## config.mk

```make
export PLATFORM = sky130hd
export DESIGN_NAME = mmu_refill
export DESIGN_NICKNAME = d
export VERILOG_FILES = /design/src/rtl/mmu_pkg.sv /design/src/rtl/mmu_refill_sat_counter.sv /design/src/rtl/mmu_refill.sv
export SDC_FILE = /design/constraint.sdc
export NUM_CORES = 1
export LEC_CHECK = 0
export CORE_UTILIZATION = 42
export DETAILED_ROUTE_END_ITERATION = 10
export GPL_ROUTABILITY_DRIVEN = 0
export PLACE_DENSITY = 0.8
export SKIP_CTS_REPAIR_TIMING = 1
export SLEW_MARGIN = 20
export SYNTH_ARGS = -nofsm -noshare
export SYNTH_HDL_FRONTEND = slang
export SYNTH_HIERARCHICAL = 1
export SYNTH_SLANG_ARGS = --single-unit
```

## constraint.sdc

```tcl
create_clock -name clk -period 5.2 [get_ports clk]
set_clock_uncertainty 0.15 [all_clocks]
set_input_delay 0.52 -clock clk [delete_from_list [all_inputs] [get_ports clk]]
set_output_delay 0.52 -clock clk [all_outputs]
set_load 0.05 [all_outputs]
```

## src/rtl/mmu_pkg.sv

```systemverilog
// mmu_pkg: shared refill FSM states, fault/PTE bit positions and field helpers
package mmu_pkg;
    typedef enum logic [2:0] {IDLE, CAPT, REQ, WAIT, WR, DONE, TRAP} refill_state_t;
    localparam int FLT_INS   = 4;
    localparam int FLT_SUP   = 3;
    localparam int FLT_WR    = 2;
    localparam int FLT_VALID = 1;
    localparam int PTE_W     = 2;
    localparam int PTE_V     = 1;
    localparam int ENTRY_WR  = 0;
    function automatic int untouched(input int va, input int nmmu);
        return va - $clog2(nmmu);
    endfunction
endpackage

```

## src/rtl/mmu_refill_sat_counter.sv

```systemverilog
// mmu_refill_sat_counter: saturating event counter for performance statistics
module mmu_refill_sat_counter #(
    parameter int W = 16
) (
    input  logic         clk,
    input  logic         reset,
    input  logic         i_inc,
    output logic [W-1:0] o_count
);
    logic [W-1:0] r_count;
    // Count events, sticking at all-ones
    always_ff @(posedge clk) begin
        if (reset)
            r_count <= '0;
        else if (i_inc && r_count != '1)
            r_count <= r_count + 1'b1;
    end
    assign o_count = r_count;
endmodule

```

## src/rtl/mmu_refill.sv

```systemverilog
// mmu_refill: hardware page-table refill engine driving the MMU register interface
module mmu_refill
    import mmu_pkg::*;
#(
    parameter int RV   = 16,
    parameter int PA   = RV,
    parameter int VA   = RV,
    parameter int NMMU = 8
) (
    input  logic          clk,
    input  logic          reset,
    input  logic          walk_enable,
    input  logic [PA-1:0] ptbase,
    input  logic          mmu_fault,
    input  logic [RV-1:0] mmu_reg_read,
    output logic          mmu_reg_write,
    output logic [RV-1:0] mmu_reg_data,
    output logic          mem_req,
    output logic [PA-1:0] mem_addr,
    input  logic          mem_gnt,
    input  logic          mem_rvalid,
    input  logic [RV-1:0] mem_rdata,
    output logic          busy,
    output logic          retry,
    output logic          sw_trap,
    output logic [15:0]   refill_count
);
    localparam int LOG = $clog2(NMMU);
    localparam int UT  = untouched(VA, NMMU);
    localparam int LB  = $clog2(4 * NMMU) + 1;

    refill_state_t r_state;
    logic          r_busy;
    logic          r_mem_req;
    logic [PA-1:0] r_mem_addr;
    logic          r_wr;
    logic [RV-1:0] r_data;
    logic          r_retry;
    logic          r_trap;
    logic [LOG+1:0] w_idx;
    logic [PA-1:0]  w_addr;
    logic           w_unused;

    // Each table slot is one 2-byte PTE; the table is aligned to its own size
    assign w_idx    = {mmu_reg_read[FLT_INS], mmu_reg_read[FLT_SUP], mmu_reg_read[UT +: LOG]};
    assign w_addr   = {ptbase[PA-1:LB], {LB{1'b0}}} + PA'({w_idx, 1'b0});
    assign w_unused = ^{mmu_reg_read, ptbase[LB-1:0], mem_rdata[0]};

    // Refill walk: capture fault, fetch PTE, write MMU entry, then retry or trap
    always_ff @(posedge clk) begin
        if (reset) begin
            r_state    <= IDLE;
            r_busy     <= 1'b0;
            r_mem_req  <= 1'b0;
            r_mem_addr <= '0;
            r_wr       <= 1'b0;
            r_data     <= '0;
            r_retry    <= 1'b0;
            r_trap     <= 1'b0;
        end else begin
            r_wr    <= 1'b0;
            r_retry <= 1'b0;
            r_trap  <= 1'b0;
            case (r_state)
                IDLE: if (mmu_fault) begin
                    r_state <= CAPT;
                    r_busy  <= 1'b1;
                end
                CAPT: if (mmu_reg_read[FLT_VALID] || !walk_enable) begin
                    r_state <= TRAP;
                    r_trap  <= 1'b1;
                end else begin
                    r_state    <= REQ;
                    r_mem_addr <= w_addr;
                    r_mem_req  <= 1'b1;
                end
                REQ: if (mem_gnt) begin
                    r_state   <= WAIT;
                    r_mem_req <= 1'b0;
                end
                WAIT: if (mem_rvalid) begin
                    if (!mem_rdata[PTE_V]) begin
                        r_state <= TRAP;
                        r_trap  <= 1'b1;
                    end else begin
                        r_state <= WR;
                        r_wr    <= 1'b1;
                        r_data  <= {mem_rdata[RV-1:1], 1'b1};
                    end
                end
                WR: begin
                    r_state <= DONE;
                    r_retry <= 1'b1;
                end
                default: begin
                    r_state <= IDLE;
                    r_busy  <= 1'b0;
                end
            endcase
        end
    end

    // A new fault while the core is stalled is a protocol violation
    assert property (@(posedge clk) disable iff (reset) !(mmu_fault && r_busy));

    mmu_refill_sat_counter #(.W(16)) u_cnt (
        .clk     (clk),
        .reset   (reset),
        .i_inc   (r_retry),
        .o_count (refill_count)
    );

    assign busy          = r_busy;
    assign mem_req       = r_mem_req;
    assign mem_addr      = r_mem_addr;
    assign mmu_reg_write = r_wr;
    assign mmu_reg_data  = r_data;
    assign retry         = r_retry;
    assign sw_trap       = r_trap;
endmodule

```

==> results of run 1 <==
==> per-stage QoR <==
stage / area, µm² / instances / util, %
2_1_floorplan: 2500 / 272 / -
3_3_place_gp: 3360 / 410 / 59.5
3_5_place_dp: 3360 / 410 / 59.5
4_1_cts: 3450 / 418 / 61.1
5_1_grt: 3450 / 418 / 61.2
6_report: 3450 / 418 / 61.2
==> power breakdown <==
group	leakage [nW]	switching [W]	total, W	internal, W
registers	0.436	0.0000180	0.000441	0.000423
clock network	0.0482	0.000131	0.000239	0.000108
logic	0.626	0.0000620	0.000118	0.0000563
total	1.11	0.000211	0.000799	0.000587
==> critical path: stages, from the launching register on <==
cell and delay, ns:
dfxtp_1 0.79, nand2b_1 0.55, nor3_4 0.95, mux2i_1 0.26
==> layout make-up <==
| cell class | instances | area (µm²) |
|---|---|---|
| Fill cell | 518 | 2190 |
| Multi-Input combinational cell | 193 | 1300 |
| Sequential cell | 54 | 1080 |
| Timing Repair Buffer | 88 | 878 |
| Tap cell | 72 | 90.1 |
| Clock buffer | 7 | 86.3 |
| Inverter | 3 | 11.3 |
| Clock inverter | 1 | 5.00 |
==> sequential cells by signal (all words and copies together) (netlist names) <==
| name | count |
|---|---|
| retry | 1 |
| r_state | 3 |
| mmu_reg_data | 15 |
| mem_addr | 15 |
| sw_trap | 1 |
| busy | 1 |
| mmu_reg_write | 1 |
| mem_req | 1 |
| u_cnt/o_count | 16 |
==> cell families after synthesis <==
group | after synthesis | share of synthesized area, %
and+or+nand+nor | 108 | 29.0
AOI/OAI and AO/OA | 64 | 14.6
buffers and inverters | 25 | 4.99
muxes | 17 | 6.84
other | 1 | 0.150
DFF | 54 | 43.2
adders and majority gates | 1 | 0.499
xor gates and xnor gates | 2 | 0.699
==> layout by cell type, fill, tap and decap left out, drive strengths merged, types with 4 or more instances in the layout <==
cell type / n
nand2: 7
nor2b: 4
dfxtp: 54
nand4b: 14
nand4: 4
nand3: 7
o31ai: 6
nand2b: 33
clkbuf: 7
nor2: 9
or4: 7
mux2i: 16
a21oi: 27
clkdlybuf4s50: 87
nor3: 6
o21ai: 22
==> final timing paths <==
kind	from	to	cells after the start	slack [ns]
worst max register to register	r_state[0]$_SDFFE_PP0P_	mem_addr[4]$_SDFFE_PP0P_	3	2.42
worst max-delay path	r_state[0]$_SDFFE_PP0P_	mem_addr[4]$_SDFFE_PP0P_	3	2.42
worst min register to register	mem_addr[10]$_SDFFE_PP0P_	mem_addr[10]$_SDFFE_PP0P_	2	0.33
worst min-delay path	mem_addr[10]$_SDFFE_PP0P_	mem_addr[10]$_SDFFE_PP0P_	2	0.33
==> metal layers <==
layer | share of wire, % | vias to the layer above | track usage, %
li1 | - | 1124 | -
met1 | 43 | 1082 | 23.2
met2 | 48 | 81 | 31.4
met3 | 6.7 | 11 | 5.86
met4 | 2.3 | 0 | 8.55
met5 | 0 | - | 0
==> results.json, run 1 <==
{
  "outcome": "finished, final reports clean",
  "period_needed_ns": 2.78,
  "dieArea_um2": 6280,
  "totalWireLength_mm": 5.86,
  "areaGrowthSynthToFinish_pct": 37.8,
  "drv_slew": 0,
  "drive_gt1_share_pct": 4.05,
  "htree_levels": 2,
  "critPathCaptureType": "register",
  "start_kind": "register",
  "synth_top_area_share_pct": 43.2,
  "route.vias.total": 2298,
  "fmax_mhz": 360,
  "synth_edf_count": 0,
  "period_share_pct": 53.4,
  "clk_pin_slew_ns": 0.09,
  "ys.flop_type": "dfxtp_1",
  "p_leak_nw": 1.11,
  "setup_ws_ns": 2.42,
  "pre_cts_slack_ns": 2.42,
  "syn_avg_cell_area_um2": 9.21,
  "syn_area_um2": 2500,
  "cp.required_ns": 5.29,
  "pin_count": 107,
  "firstDrtPassIters": 7,
  "ys_ff_latch": 54,
  "cts_buffer_depth": 2,
  "cts_tree": "done",
  "hold_ws_ns": 0.326,
  "slew_headroom_pct": 33.1,
  "cp.arrival_ns": 2.87,
  "ir_drop_mv": 0.109,
  "worst_pin_slew_ns": 1.00,
  "worstSkewPairLatency_ns": 0.31,
  "routedWlPerCell_um": 14.0,
  "die_y_um": 79.2,
  "grt_setup_unrepaired": "no",
  "drc": 0,
  "ys.warnings.count": 6,
  "ys_seq_area_share_pct": 43.2,
  "crit_fanout": 23,
  "grt_pass1_vias": 2073,
  "antenna_found_initial": 0,
  "ys_top_cells_by_count": "dfxtp_1 (54), nand2b_1 (33), a21oi_1 (27), o21ai_0 (22), mux2i_1 (16)",
  "syn_nets": 327,
  "grt_use_total_pct": 19.2,
  "gr-total-overflow": 0,
  "diodes": 0,
  "synth_area_leaders": "dfxtp_1 (43%), nand2b_1 (8.2%), mux2i_1 (6.4%)",
  "yosysMostFrequentCell": "dfxtp_1",
  "fin_tns_setup_ns": 0,
  "powerDensity_nw_per_um2": 231,
  "die_x_um": 79.2,
  "ant_nets": 0,
  "synthArstFlopShare_pct": 0,
  "avgViaCountPerCell": 5.50,
  "grt_start_max_net_pins": 71,
  "cts_buffers": 5,
  "synth_cell_types": 45,
  "cts_sinks": 54,
  "synthCells": 272,
  "start_util_pct": 44.4,
  "yosysTopAreaCell": "dfxtp_1",
  "fin_nets": 400,
  "min_path_type": "register to register",
  "timing_hold_violations_final": 0,
  "io_buffer_count": 88,
  "dp.final_hpwl_mm": 4.00,
  "critPathKind": "register to register",
  "core_area_um2": 5640,
  "cap_violations": 0,
  "fin_total_pwr_w": 0.000799,
  "grt_pass1_wl_mm": 9.48,
  "cts_root_buf": "clkbuf_8",
  "drtIter0Drc": 116,
  "num_rows": 27,
  "finalSetupViolations": 0
}
Note: power is estimated with default switching activity, not from simulation.
==> run 2: changes to the inputs <==
CORE_UTILIZATION = 38   (was 42)
PLACE_DENSITY = 0.77   (was 0.8)
clock period = 2.4 ns   (was 5.2 ns; I/O delays follow)
==> results.json, run 2 (synthesis results as in run 1) <==
{
  "core_area_um2": 6350,
  "die_y_um": 83.2,
  "dieArea_um2": 6920,
  "finalSetupViolations": 0,
  "areaGrowthSynthToFinish_pct": 39.9,
  "drtIter0Drc": 80,
  "clk_pin_slew_ns": 0.10,
  "use_met2_pct": 30.8,
  "grt_pass1_wl_mm": 9.87,
  "slew_headroom_pct": 50.2,
  "drc": 0,
  "layout_common_cells": "clkdlybuf4s50_1 (87), dfxtp_1 (54), nand2b_1 (33)",
  "critPathCaptureType": "output port",
  "outcome": "finished, final reports clean",
  "num_rows": 29,
  "totalWireLength_mm": 6.00,
  "grt_use_total_pct": 17.1,
  "drv_slew": 0,
  "fin_tns_setup_ns": 0,
  "htree_levels": 2,
  "gr-total-overflow": 0,
  "largest_reg_flops": 16,
  "min_path_type": "primary input to register",
  "period_needed_ns": 2.04,
  "firstDrtPassIters": 4,
  "antenna_found_initial": 0,
  "cts_buffers": 5,
  "cts_root_buf": "clkbuf_8",
  "pin_count": 107,
  "start_util_pct": 39.4,
  "critPathKind": "register to output port",
  "crit_fanout": 7,
  "cp.required_ns": 2.01,
  "placed_cell_area_um2": 3420,
  "cpPeakStageDelay_ns": 0.86,
  "gr-usage-met3_pct": 3.68,
  "ir_drop_mv": 0.350,
  "ant_nets": 0,
  "worstSkewPairLatency_ns": 0.30,
  "use_met1_pct": 19.7,
  "io_buffer_count": 88,
  "routedWlPerCell_um": 14.0,
  "cts_tree": "done",
  "cap_violations": 0,
  "p_leak_nw": 1.13,
  "cp.arrival_ns": 1.65,
  "route.vias.total": 2296,
  "fin_nets": 406,
  "avgViaCountPerCell": 5.36,
  "nFillCells": 576,
  "die_x_um": 83.2,
  "crit_family": "buffers and inverters",
  "diodes": 0,
  "grt.busiest_layer": "met2",
  "grt_setup_unrepaired": "no",
  "critPathBufInv": 1,
  "cts_sinks": 54,
  "slowest_stage": "clkdlybuf4s50_1",
  "grt_pass1_vias": 2202,
  "period_share_pct": 85.1,
  "cts_buffer_depth": 2,
  "dp.final_hpwl_mm": 4.18,
  "start_kind": "register",
  "path_cells": "clkdlybuf4s50_1",
  "powerDensity_nw_per_um2": 491,
  "timing_hold_violations_final": 0,
  "grt_start_max_net_pins": 39,
  "design_area_um2": 3500,
  "drive_gt1_share_pct": 5.70,
  "fmax_mhz": 490,
  "mostFrequentLayoutCell": "clkdlybuf4s50_1",
  "worst_pin_slew_ns": 0.738
}
## run 2: cell count changes in the layout (fill, tap and decap cells not counted)
cell | before | now
clkinvlp_4 | 0 | 2
buf_12 | 0 | 1
buf_2 | 0 | 1
clkinv_2 | 1 | 0
clkbuf_8 | 6 | 5
buf_4 | 1 | 5
clkbuf_1 | 1 | 0
## run 2: final timing paths
| check | slack (ns) | cells after the start | startpoint | end |
|---|---|---|---|---|
| hold reg to reg | 0.33 | 2 | mem_addr[11]$_SDFFE_PP0P_ | mem_addr[11]$_SDFFE_PP0P_ |
| hold / removal | 0.27 | 2 | reset | mmu_reg_data[12]$_SDFFE_PP0P_ |
| setup / recovery | 0.36 | 1 | u_cnt/o_count[5]$_SDFFE_PP0P_ | refill_count[5] |
| setup reg to reg | 0.49 | 4 | u_cnt/o_count[5]$_SDFFE_PP0P_ | u_cnt/o_count[13]$_SDFFE_PP0P_ |
## run 2: cell type report
class | instances | area [µm²] | area share [%]
inverter | 3 | 11.3 | 0.321
clock buffer | 5 | 68.8 | 1.96
sequential | 54 | 1080 | 30.8
clock inverter | 2 | 15.0 | 0.428
multi-input combinational | 193 | 1300 | 37.1
timing repair buffer | 94 | 933 | 26.6
tap | 77 | 96.3 | 2.75
## run 2: per-stage QoR
stage	hold WS (ns)	cells	util, %	power (W)	setup slack [ns]
floorplan	0.245	272	-	0.00113	0.272
global placement	0.307	421	53.9	0.00124	0.514
detailed placement	0.311	421	53.9	0.00125	0.441
CTS	0.260	428	55.2	0.00175	0.338
global route	0.310	428	55.2	0.00180	0.295
finish	0.267	428	55.2	0.00172	0.358
## run 2: power breakdown
| group | switching [W] | total, W | internal [W] | leakage, nW |
|---|---|---|---|---|
| sequential | 0.0000183 | 0.000936 | 0.000917 | 0.436 |
| clock | 0.000293 | 0.000493 | 0.000200 | 0.0362 |
| combinational | 0.000159 | 0.000292 | 0.000133 | 0.660 |
| total | 0.000470 | 0.00172 | 0.00125 | 1.13 |
## run 2: metal layers
metal / share of wire [%] / up-vias
li1: - / 1147
met1: 44 / 1076
met2: 49 / 65
met3: 4.7 / 8
met4: 1.7 / 0
met5: 0 / -
==> run 3: changes to the inputs <==
--- a/config.mk
+++ b/config.mk
@@ -9,5 +9,5 @@
 export DETAILED_ROUTE_END_ITERATION = 10
 export GPL_ROUTABILITY_DRIVEN = 0
-export PLACE_DENSITY = 0.77
+export PLACE_DENSITY = 0.72
 export SKIP_CTS_REPAIR_TIMING = 1
 export SLEW_MARGIN = 20
==> constraint.sdc (replaced) <==
create_clock -name clk -period 2.4 [get_ports clk]
set_clock_uncertainty 0.15 [all_clocks]
set_input_delay 0.48 -clock clk [delete_from_list [all_inputs] [get_ports clk]]
set_output_delay 0.48 -clock clk [all_outputs]
set_load 0.05 [all_outputs]
==> results.json, run 3 (synthesis results as in run 1) <==
{
  "die_y_um": 83.2,
  "cp_num_cells": 1,
  "drive_gt1_share_pct": 6.23,
  "hold_start": "mem_addr[7]$_SDFFE_PP0P_",
  "grt_pass1_vias": 2143,
  "cts_buffer_depth": 2,
  "core_area_um2": 6350,
  "timing_hold_violations_final": 0,
  "start_util_pct": 39.4,
  "powerDensity_nw_per_um2": 524,
  "mostFrequentLayoutCell": "clkdlybuf4s50_1",
  "cap_violations": 0,
  "io_buffer_count": 88,
  "grt_start_max_net_pins": 41,
  "critPathCaptureType": "output port",
  "drv_slew": 0,
  "pin_count": 107,
  "num_rows": 29,
  "routedWlPerCell_um": 13.7,
  "avgViaCountPerCell": 5.30,
  "instances_no_fill": 430,
  "min_path_type": "register to register",
  "totalWireLength_mm": 5.91,
  "layout_common_cells": "clkdlybuf4s50_1 (87), dfxtp_1 (54), nand2b_1 (33)",
  "reg2reg_from": "u_cnt/o_count[0]$_SDFFE_PP0P_",
  "design_area_um2": 3540,
  "drc": 0,
  "route.vias.total": 2280,
  "cp.arrival_ns": 1.64,
  "pre_cts_slack_ns": 0.291,
  "critPathBufInv": 1,
  "areaGrowthSynthToFinish_pct": 41.4,
  "cts_sinks": 54,
  "ir_drop_mv": 0.225,
  "slew_headroom_pct": 48.5,
  "clk_pin_slew_ns": 0.10,
  "placed_cell_area_um2": 3430,
  "htree_levels": 2,
  "gr-total-overflow": 0,
  "p_leak_nw": 1.15,
  "fin_nets": 407,
  "ant_nets": 0,
  "path_cells": "clkdlybuf4s50_1",
  "critPathKind": "register to output port",
  "crit_start": "u_cnt/o_count[5]$_SDFFE_PP0P_",
  "grt_use_total_pct": 17.6,
  "r2r_cells": 6,
  "antenna_found_initial": 0,
  "diodes": 0,
  "hold_depth": 2,
  "crit_fanout": 7,
  "dieArea_um2": 6920,
  "largest_reg_flops": 16,
  "crit_family": "buffers and inverters",
  "dp_cells": 422,
  "slowest_stage": "clkdlybuf4s50_1",
  "finalSetupViolations": 0,
  "multi_input_area_um2": 1300,
  "setup_ws_ns": 0.130,
  "fmax_mhz": 441,
  "start_kind": "register",
  "seq_area_um2": 1080,
  "period_share_pct": 94.6,
  "drtIter0Drc": 98,
  "worst_pin_slew_ns": 0.762,
  "outcome": "finished, final reports clean",
  "cts_root_buf": "clkbuf_8",
  "grt_pass1_wl_mm": 10.0,
  "cts_buffers": 5,
  "dp.final_hpwl_mm": 4.01,
  "cts_tree": "done",
  "nFillCells": 596,
  "fin_tns_setup_ns": 0,
  "firstDrtPassIters": 4,
  "worstSkewPairLatency_ns": 0.31,
  "cp.required_ns": 1.77,
  "cpPeakStageDelay_ns": 0.85,
  "period_needed_ns": 2.27,
  "die_x_um": 83.2,
  "grt_setup_unrepaired": "no"
}
[run 3: metal layers]
layer	track usage, %	up-vias	part of all wire (%)
li1	-	1138	-
met1	20.8	1081	45
met2	31.1	56	49
met3	4.27	5	5.0
met4	5.64	0	1.3
met5	0	-	0
[run 3: stage by stage]
step / util, % / hold slack, ns / total power, W
after detailed placement: 54.0 / 0.315 / 0.00125
final: 55.8 / 0.329 / 0.00186
after global routing: 55.8 / 0.355 / 0.00194
after global placement: 54.0 / 0.308 / 0.00125
after CTS: 55.8 / 0.331 / 0.00188
after floorplan: - / 0.440 / 0.00113
[run 3: cell type report]
| class | instances | area share, % |
|---|---|---|
| flip-flops and latches | 54 | 30.5 |
| repair buffers | 95 | 26.6 |
| multi-input cells | 193 | 36.7 |
| well taps | 77 | 2.72 |
| inverters | 3 | 0.318 |
| clock buffers | 5 | 1.94 |
| clock inverters | 3 | 1.27 |
[run 3: worst paths after layout]
path | to | slack, ns
worst max-delay path | refill_count[5] | 0.13
worst min-delay path | mem_addr[7]$_SDFFE_PP0P_ | 0.33
worst max register to register | u_cnt/o_count[9]$_SDFFE_PP0P_ | 0.49
worst min register to register | mem_addr[7]$_SDFFE_PP0P_ | 0.33
[run 3: power breakdown]
group,switching [W],internal [W]
Clock,0.000316,0.000311
Combinational,0.000159,0.000134
Sequential,0.0000185,0.000918
